$ cat src/rtl/nibble_serial_subtractor_pkg.sv
// Shared constants and FSM state encoding for the nibble-serial subtractor.
package nss_pkg;

  localparam int NIBBLE_W = 4;

  typedef enum logic [1:0] {
    IDLE,
    BUSY,
    DONE
  } state_e;

endpackage

$ cat src/rtl/nibble_serial_subtractor_slice.sv
// One 4-bit ripple step of a - b, computed as a + ~b + cin.
module nibble_sub_slice
  import nss_pkg::*;
(
  input  logic [NIBBLE_W-1:0] i_a,
  input  logic [NIBBLE_W-1:0] i_b,
  input  logic                i_cin,
  output logic [NIBBLE_W-1:0] o_sum,
  output logic                o_cout
);

  logic [NIBBLE_W:0] w_total;

  assign w_total = {1'b0, i_a} + {1'b0, ~i_b} + {{NIBBLE_W{1'b0}}, i_cin};
  assign o_sum   = w_total[NIBBLE_W-1:0];
  assign o_cout  = w_total[NIBBLE_W];

endmodule

$ cat src/rtl/nibble_serial_subtractor.sv
// Multi-cycle subtractor: one nibble per clock through a single slice, LSB first,
// with registered ALU flags and valid/ready handshakes on both sides.
module nibble_serial_subtractor
  import nss_pkg::*;
#(
  parameter int WIDTH = 32
) (
  input  logic             clk_i,
  input  logic             rst_ni,
  input  logic             valid_i,
  output logic             ready_o,
  input  logic [WIDTH-1:0] a_i,
  input  logic [WIDTH-1:0] b_i,
  output logic             valid_o,
  input  logic             ready_i,
  output logic [WIDTH-1:0] diff_o,
  output logic             borrow_o,
  output logic             overflow_o,
  output logic             zero_o
);

  localparam int NIB   = WIDTH / NIBBLE_W;
  localparam int CNT_W = (NIB > 1) ? $clog2(NIB) : 1;

  generate
    if ((WIDTH % NIBBLE_W) != 0 || WIDTH < 8) begin : gIllegalWidth
      $error("nibble_serial_subtractor: WIDTH must be a multiple of 4 and at least 8");
    end
  endgenerate

  state_e                r_state;
  state_e                w_stateNext;
  logic [CNT_W-1:0]      r_cnt;
  logic                  r_carry;
  logic [WIDTH-1:0]      r_opA;
  logic [WIDTH-1:0]      r_opB;
  logic [WIDTH-1:0]      r_diff;
  logic [WIDTH-1:0]      w_diffNext;
  logic [WIDTH-1:0]      r_diffOut;
  logic                  r_borrow;
  logic                  r_overflow;
  logic                  r_zero;
  logic [NIBBLE_W-1:0]   w_aNib;
  logic [NIBBLE_W-1:0]   w_bNib;
  logic [NIBBLE_W-1:0]   w_sum;
  logic                  w_cout;
  logic                  w_lastNib;

  assign w_aNib    = r_opA[r_cnt*NIBBLE_W +: NIBBLE_W];
  assign w_bNib    = r_opB[r_cnt*NIBBLE_W +: NIBBLE_W];
  assign w_lastNib = (r_cnt == CNT_W'(NIB - 1));

  nibble_sub_slice uSlice (
    .i_a   (w_aNib),
    .i_b   (w_bNib),
    .i_cin (r_carry),
    .o_sum (w_sum),
    .o_cout(w_cout)
  );

  always_comb begin
    w_diffNext = r_diff;
    w_diffNext[r_cnt*NIBBLE_W +: NIBBLE_W] = w_sum;
  end

  always_ff @(posedge clk_i or negedge rst_ni) begin
    if (!rst_ni) begin
      r_state <= IDLE;
    end else begin
      r_state <= w_stateNext;
    end
  end

  always_comb begin
    w_stateNext = r_state;
    case (r_state)
      IDLE:    if (valid_i) w_stateNext = BUSY;
      BUSY:    if (w_lastNib) w_stateNext = DONE;
      DONE:    if (ready_i) w_stateNext = IDLE;
      default: w_stateNext = IDLE;
    endcase
  end

  // Flags are taken from the final slice output on the same edge that enters DONE,
  // so the published result never passes through a partially built value.
  always_ff @(posedge clk_i or negedge rst_ni) begin
    if (!rst_ni) begin
      r_cnt      <= '0;
      r_carry    <= 1'b0;
      r_opA      <= '0;
      r_opB      <= '0;
      r_diff     <= '0;
      r_diffOut  <= '0;
      r_borrow   <= 1'b0;
      r_overflow <= 1'b0;
      r_zero     <= 1'b0;
    end else begin
      case (r_state)
        IDLE: begin
          if (valid_i) begin
            r_opA   <= a_i;
            r_opB   <= b_i;
            r_carry <= 1'b1;
            r_cnt   <= '0;
            r_diff  <= '0;
          end
        end
        BUSY: begin
          r_diff  <= w_diffNext;
          r_carry <= w_cout;
          r_cnt   <= w_lastNib ? '0 : r_cnt + 1'b1;
          if (w_lastNib) begin
            r_diffOut  <= w_diffNext;
            r_borrow   <= ~w_cout;
            r_overflow <= (r_opA[WIDTH-1] != r_opB[WIDTH-1]) &&
                          (w_diffNext[WIDTH-1] != r_opA[WIDTH-1]);
            r_zero     <= (w_diffNext == '0);
          end
        end
        default: begin
        end
      endcase
    end
  end

  assign ready_o    = (r_state == IDLE);
  assign valid_o    = (r_state == DONE);
  assign diff_o     = r_diffOut;
  assign borrow_o   = r_borrow;
  assign overflow_o = r_overflow;
  assign zero_o     = r_zero;

endmodule

$ cat config.mk
export PLATFORM = sky130hd
export DESIGN_NAME = nibble_serial_subtractor
export DESIGN_NICKNAME = d
export VERILOG_FILES = /design/src/rtl/nibble_serial_subtractor_pkg.sv /design/src/rtl/nibble_serial_subtractor_slice.sv /design/src/rtl/nibble_serial_subtractor.sv
export SDC_FILE = /design/constraint.sdc
export NUM_CORES = 1
export LEC_CHECK = 0
export CORE_MARGIN = 1.5
export CORE_UTILIZATION = 30
export CTS_BUF_LIST = sky130_fd_sc_hd__clkbuf_2 sky130_fd_sc_hd__clkbuf_4 sky130_fd_sc_hd__clkbuf_8
export CTS_CLUSTER_SIZE = 14
export DETAILED_ROUTE_END_ITERATION = 10
export GPL_TIMING_DRIVEN = 0
export PLACE_DENSITY = 0.55
export SLEW_MARGIN = 20
export SYNTH_ARGS = -nofsm -noshare
export SYNTH_HDL_FRONTEND = slang
export SYNTH_SLANG_ARGS = --single-unit
$ cat constraint.sdc
create_clock -name clk_i -period 9.1 [get_ports clk_i]
set_input_delay 1.82 -clock clk_i [delete_from_list [all_inputs] [get_ports clk_i]]
set_output_delay 1.82 -clock clk_i [all_outputs]
set_load 0.01 [all_outputs]
### Word-level counts from Yosys, hierarchy flattened

Cells that the tools add are included.

| operators by class | value |
|---|---|
| add/subtract/negate cells | 4 |
| bitwise logic cells | 2 |
| eq/ne operators | 8 |
| reductions and logical operators | 8 |
| shift-type cells | 4 |
| muxes and demuxes | 12 |

Operators by type and width:

| operator | count |
|---|---|
| 32-bit one-hot mux with 2 select lines | 1 |
| 32-bit by 6-bit variable part select with 4-bit output | 2 |
| 5-bit negation with 34-bit output | 1 |
| 4-bit by 34-bit variable shift with 32-bit output (first input constant) | 1 |
| 4-bit by 34-bit variable part select with 32-bit output | 1 |
| 32-bit bitwise mux | 1 |
| 32-bit logical NOT | 1 |
| 32-bit 2-to-1 mux | 1 |
| 2-bit 2-to-1 mux | 3 |
| 3-bit 2-to-1 mux | 2 |
| 2-bit one-hot mux with 3 select lines | 1 |
| 3-bit one-hot mux with 2 select lines | 1 |
| 2-bit AND reduction | 3 |
| 4-bit by 4-bit adder with 5-bit output | 1 |
| 5-bit by 1-bit adder with 5-bit output | 1 |
| 2-bit inequality test (second input constant) | 2 |
| 4-bit inverter | 1 |
| 3-bit by 1-bit adder with 3-bit output (second input constant) | 1 |
| 3-bit == test (second input constant) | 1 |
| 3-bit AND reduction | 1 |
| 2-bit by 1-bit == test with 1-bit output (second input constant) | 1 |
| 2-bit == test (second input constant) | 1 |
| 2-bit logical NOT | 1 |
| 1-bit inequality test | 2 |
| other kinds (6) | 6 |

| storage, ports and cells | value |
|---|---|
| bits of input ports | 68 |
| logic and storage cells | 48 |
| flip-flop bits (word level) | 137 |
| output and inout bits | 37 |

### Logic depth before layout (Yosys ltp)

| depth | value |
|---|---|
| depth in word-level cells | 8 |
| depth in mapped cells | 15 |
| depth with buffers taken out | 12 |

### Hierarchy

A second synthesis with hierarchy kept.

| second synthesis, totals | value |
|---|---|
| cell total of the unflattened synthesis | 688 |
| area total of the unflattened synthesis | 6,567.5 um2 |

By module, submodules not included:

| module | seq. area each (um2) | instances | cells an instance | area each (um2) |
|---|---|---|---|---|
| nibble_serial_subtractor | 3,428.3 | 1 | 669 | 6,414.9 |
| nibble_sub_slice | 0.0 | 1 | 19 | 152.6 |

### Least setup slack after synthesis

No wires, ideal clock.

| timing | value |
|---|---|
| path kind | reg2reg |
| start | reg r_cnt[0] |
| end | reg r_zero (netlist: zero_o) |
| slack | 5,482 ps |
| cell stages (with the launch flop) | 14 |
| data arrival time | 3,552 ps |
| library setup time | 66 ps |
| data required time | 9,034 ps |
| clock period less this slack | 3,618 ps |
| buffers on the path | 3 |
| cell sequence | dfrtp_1 > buf_6 > clkbuf_1 > mux4_2 > mux2i_1 > fa_1 > inv_1 > fa_1 > xnor2_1 > clkbuf_1 > nand2_1 > o32a_1 > a2111oi_2 > a22o_1 |

| between the ends | value |
|---|---|
| longest elaborated chain between the ends | 7 |
| elaborated cells on any way between the ends | 12 |
| those cells by class | 3 x add/sub; 1 x eq/ne; 4 x shift; 1 x mux; 1 x bitwise; 2 x reduce/logical |

RTL lines:

| what | line | RTL |
|---|---|---|
| start: declaration | nibble_serial_subtractor.sv:33 | `logic [CNT_W-1:0] r_cnt;` |
| start signal: assignment | nibble_serial_subtractor.sv:111 | `r_cnt <= w_lastNib ? '0 : r_cnt + 1'b1;` |
| 32-bit by 6-bit variable part select with 4-bit output | nibble_serial_subtractor.sv:50 | `assign w_bNib = r_opB[r_cnt*NIBBLE_W +: NIBBLE_W];` |
| 4-bit inverter | nibble_serial_subtractor_slice.sv:14 | `assign w_total = {1'b0, i_a} + {1'b0, ~i_b} + {{NIBBLE_W{1'b0}}, i_cin};` |
| 4-bit by 4-bit adder with 5-bit output | nibble_serial_subtractor_slice.sv:14 |  |
| 5-bit by 1-bit adder with 5-bit output | nibble_serial_subtractor_slice.sv:14 |  |
| 4-bit by 34-bit variable part select with 32-bit output | nibble_serial_subtractor.sv:63 | `w_diffNext[r_cnt*NIBBLE_W +: NIBBLE_W] = w_sum;` |
| 32-bit bitwise mux | nibble_serial_subtractor.sv:63 |  |
| 32-bit logical NOT | nibble_serial_subtractor.sv:117 | `r_zero <= (w_diffNext == '0);` |
| end signal: assignment | nibble_serial_subtractor.sv:117 |  |
| end: declaration | nibble_serial_subtractor.sv:42 | `logic r_zero;` |

Parallel ways exist; a longest one is shown, timed or not.
A chain may end at the register's enable or synchronous reset.

### Worst setup path after layout

| timing | value |
|---|---|
| start | reg r_cnt[1] |
| end | reg r_zero (netlist: zero_o) |

Same word-level chain as after synthesis.

==> results by group <==
Run status
  – Status: complete, no violations

Critical path
  – Worst r2r src: r_cnt[1]$_DFFE_PN0P_
  – FF-to-FF End: zero_o$_DFFE_PN0P_
  – CP arrival: 5.18 ns
  – Nature of the critical path endpoint: flip-flop
  – Depth of the most critical reg-to-reg path: 13
  – CP Launch Type: flip-flop
  – WP data required: 9.48 ns
  – Largest fanout on the critical path: 10
  – Reg-to-reg slack, setup: 4.30 ns
  – Kind of critical path: flip-flop to flip-flop

Synthesis
  – Top FF cell, synth: dfrtp_1
  – Largest family of logic cells by synthesized area: simple AND/OR/NAND/NOR gates
  – Synth Area in XOR/XNOR: 0.134%
  – Syn_nets: 771
  – Largest area contributor in the netlist: dfrtp_1
  – FFs w/ async S/R, synth: 100%
  – Complex-gate fraction of the synthesized area: 12.5%
  – Ys Warns: 0
  – Mux share of post-synthesis cell area: 7.26%
  – Seq/Total Area, Yosys: 52.5%
  – Synth cell types: 55
  – Mapped cell area: 6530 sq um
  – Post-synth top area share: 52.5%
  – Synthesized instance count: 694
  – Post-synthesis adder-cell area fraction: 1.95%
  – Number of synthesized register bits: 137
  – Number of synthesized flops with an enable pin: 0
  – Post-synthesis simple-gate area fraction: 21.8%
  – Area contributors post-synth: dfrtp_1 (52%), nand2_1 (15%), mux4_2 (5.5%)
  – Syn_area_per_cell: 9.41 sq um

Drt
  – DRT Pass-1 Iters: 4
  – # DRC: 0
  – Routed WL: 18300 um
  – Via density per instance: 4.82
  – Wire per inst: 16.5 um
  – Antenna Nets Post-Route: 0
  – First DRT Iteration DRCs: 337
  – Via count: 5328

Layout
  – Multi-input logic area: 2850 sq um
  – Fillcell total: 2194
  – Seq. cell area: 3430 sq um
  – Layout cells sized above 1: 9.04%
  – Post-layout nets: 895
  – Synth-to-layout area growth: 28.5%
  – Ant. Diodes: 0
  – Util after Layout: 39.6%

Global route
  – Grt ovf: 0
  – Antenna violations before repair: 0
  – Largest net degree at the start of global routing: 73
  – Vias in the first global route: 5396
  – First-pass GRT wire length: 29000 um
  – All-Layer GR Usage: 17.0%

CTS
  – Root buf cell: clkbuf_8
  – Clock tree buffer depth: 2
  – H-tree levels: 4
  – CTS clk-pin slew, worst paths: 0.08 ns
  – CTS tree: yes
  – Setup Buffers After CTS: 0
  – Latest clock arrival within the worst-skew pair: 0.45 ns
  – Post_cts resized: 0
  – Cts bufs inserted: 17
  – Num Clock Sinks: 137
  – Hold-fix buffers, CTS: 0

Power and ir drop
  – Clock power frac: 15.6%
  – VDD IR max: 198 uV
  – P_sw: 1.69 mW
  – Switching part of the total: 47.0%
  – Power per cell area: 428 nW/um^2
  – Comb pwr share: 56.6%
  – Pint: 1.91 mW
  – Leak Pwr: 3.83 nW
  – Seq pwr share: 27.7%

Timing
  – Max Transition Viols Final: 0
  – Max_slew headroom: 36.6%
  – Period utilization: 52.8%
  – Max Clk Rate: 208 MHz
  – Unrepaired setup endpoints after global routing: no
  – Final hold violation count: 0
  – Max Clock Skew: 0.0143 ns
  – Worst-Margin Slew: 0.948 ns
  – Setup-failing EPs final: 0
  – Min Tclk post-route: 4.80 ns
  – Setup TNS: 0 ns
  – Hold_ws: 0.474 ns

Job
  – Maxcap violations: 0

Placement
  – I/O Buffers: 104
  – Placer congestion estimate: 0.847
  – HPWL Detailed: 13100 um

Die
  – Floorplan Core Area: 21200 sq um
  – Die Area: 22700 sq um
  – Starting Density: 30.8%
  – I/O pin cnt: 105
  – Chip Width: 151 um
  – Die Height: 151 um
  – Std cell rows: 53

Min path
  – Hold-critical path endpoint: r_opA[14]$_DFFE_PN0P_
  – Hold Crit Class: flip-flop to flip-flop
  – Hold_sp: r_opA[14]$_DFFE_PN0P_
  – Hold Crit Depth: 2
-- synth_stat cells, types with 3 or more instances --
library cell / instances
buf_1: 5
nor2_1: 28
nor2b_1: 5
mux2_2: 3
nand2b_1: 4
dfrtp_1: 137
nor4_1: 3
nor3_1: 13
buf_6: 4
mux2i_1: 8
mux4_2: 16
a21oi_1: 27
nand2_1: 256
or4_1: 3
nand3_1: 3
ha_1: 7
a22o_1: 21
inv_1: 7
buf_2: 5
o21ai_1: 7
o21ai_0: 51
or3_1: 4
clkbuf_1: 33
a32o_1: 3
inv_2: 3
-- sequential cells by signal, indices dropped and copies added (netlist names) --
register / flops
diff_o: 32
r_diff: 32
r_opA: 32
r_opB: 32
r_cnt: 3
r_state: 2
borrow_o: 1
overflow_o: 1
r_carry: 1
zero_o: 1
-- layout make-up --
cell class                      instances  share of cell area, %
Sequential cell                       137                   40.8
Multi-Input combinational cell        500                   34.0
Timing Repair Buffer                  105                   12.8
Tap cell                              275                   4.10
Clock buffer                           20                   3.28
Buffer                                 47                   2.53
Clock inverter                         11                   2.00
Inverter                               10                  0.447
-- power groups by stage --
stage	registers [mW]	logic [mW]	clock network [mW]
4_1_cts	0.998	2.04	0.571
3_3_place_gp	1.00	2.03	0
6_report	0.997	2.04	0.562
2_1_floorplan	0.994	1.30	0
3_5_place_dp	1.01	2.03	0
5_1_grt	1.03	2.24	0.599
-- critical path: stages (launching register included) --
cell and delay (ns):
dfrtp_1 0.42, buf_1 0.68, buf_1 0.58, mux4_2 0.42, mux2i_1 0.18, fa_1 0.23, inv_1 0.06, fa_1 0.41
xnor2_1 0.43, clkbuf_1 0.48, nand2_1 0.13, o32a_1 0.21, a2111oi_2 0.32, a22o_1 0.17
-- per-stage QoR --
step	area (sq um)	setup slack, ns	power, mW	cells
global route	8390	4.01	3.86	1105
global placement	7920	0.482	3.03	1073
finish	8390	4.30	3.59	1105
detailed placement	7950	4.29	3.04	1074
floorplan	6530	5.48	2.30	694
CTS	8390	4.25	3.61	1105
-- worst max-delay path by stage --
stage | slack [ns] | to | startpoint
after floorplan | 5.48 | zero_o$_DFFE_PN0P_ | r_cnt[0]$_DFFE_PN0P_
after global placement | 0.48 | r_opA[6]$_DFFE_PN0P_ | rst_ni
after detailed placement | 4.29 | zero_o$_DFFE_PN0P_ | r_cnt[1]$_DFFE_PN0P_
after CTS | 4.25 | zero_o$_DFFE_PN0P_ | r_cnt[1]$_DFFE_PN0P_
after global routing | 4.01 | zero_o$_DFFE_PN0P_ | r_cnt[1]$_DFFE_PN0P_
final | 4.30 | zero_o$_DFFE_PN0P_ | r_cnt[1]$_DFFE_PN0P_
-- cells by family (layout without fill, tap and decap cells) --
logic type | after synthesis | after routing
AND/OR/NAND/NOR | 334 | 334
flip-flops | 137 | 137
XOR/XNOR | 1 | 1
buffers and inverters | 57 | 193
multiplexers | 27 | 27
AO/OA/AOI/OAI | 129 | 129
adder cells (fa/ha/maj) | 9 | 9
-- routing by layer --
metal  vias to the layer above  wire (um)  track usage [%]
met5                         -          0                0
met4                         0        148             4.07
met3                        12        853             4.00
met2                       158       8730             27.2
met1                      2551       8550             23.0
li1                       2607          -                -
-- cell usage in the layout (no fill, tap or decap), drive strengths merged, types with 8 or more instances in the layout --
| cell type | instances |
|---|---|
| nand2 | 256 |
| dfrtp | 137 |
| clkdlybuf4s50 | 103 |
| o21ai | 58 |
| clkbuf | 53 |
| nor2 | 29 |
| a21oi | 27 |
| a22o | 21 |
| mux4 | 16 |
| buf | 16 |
| nor3 | 15 |
| inv | 11 |
| mux2i | 8 |
(Power assumes the default switching activity.)
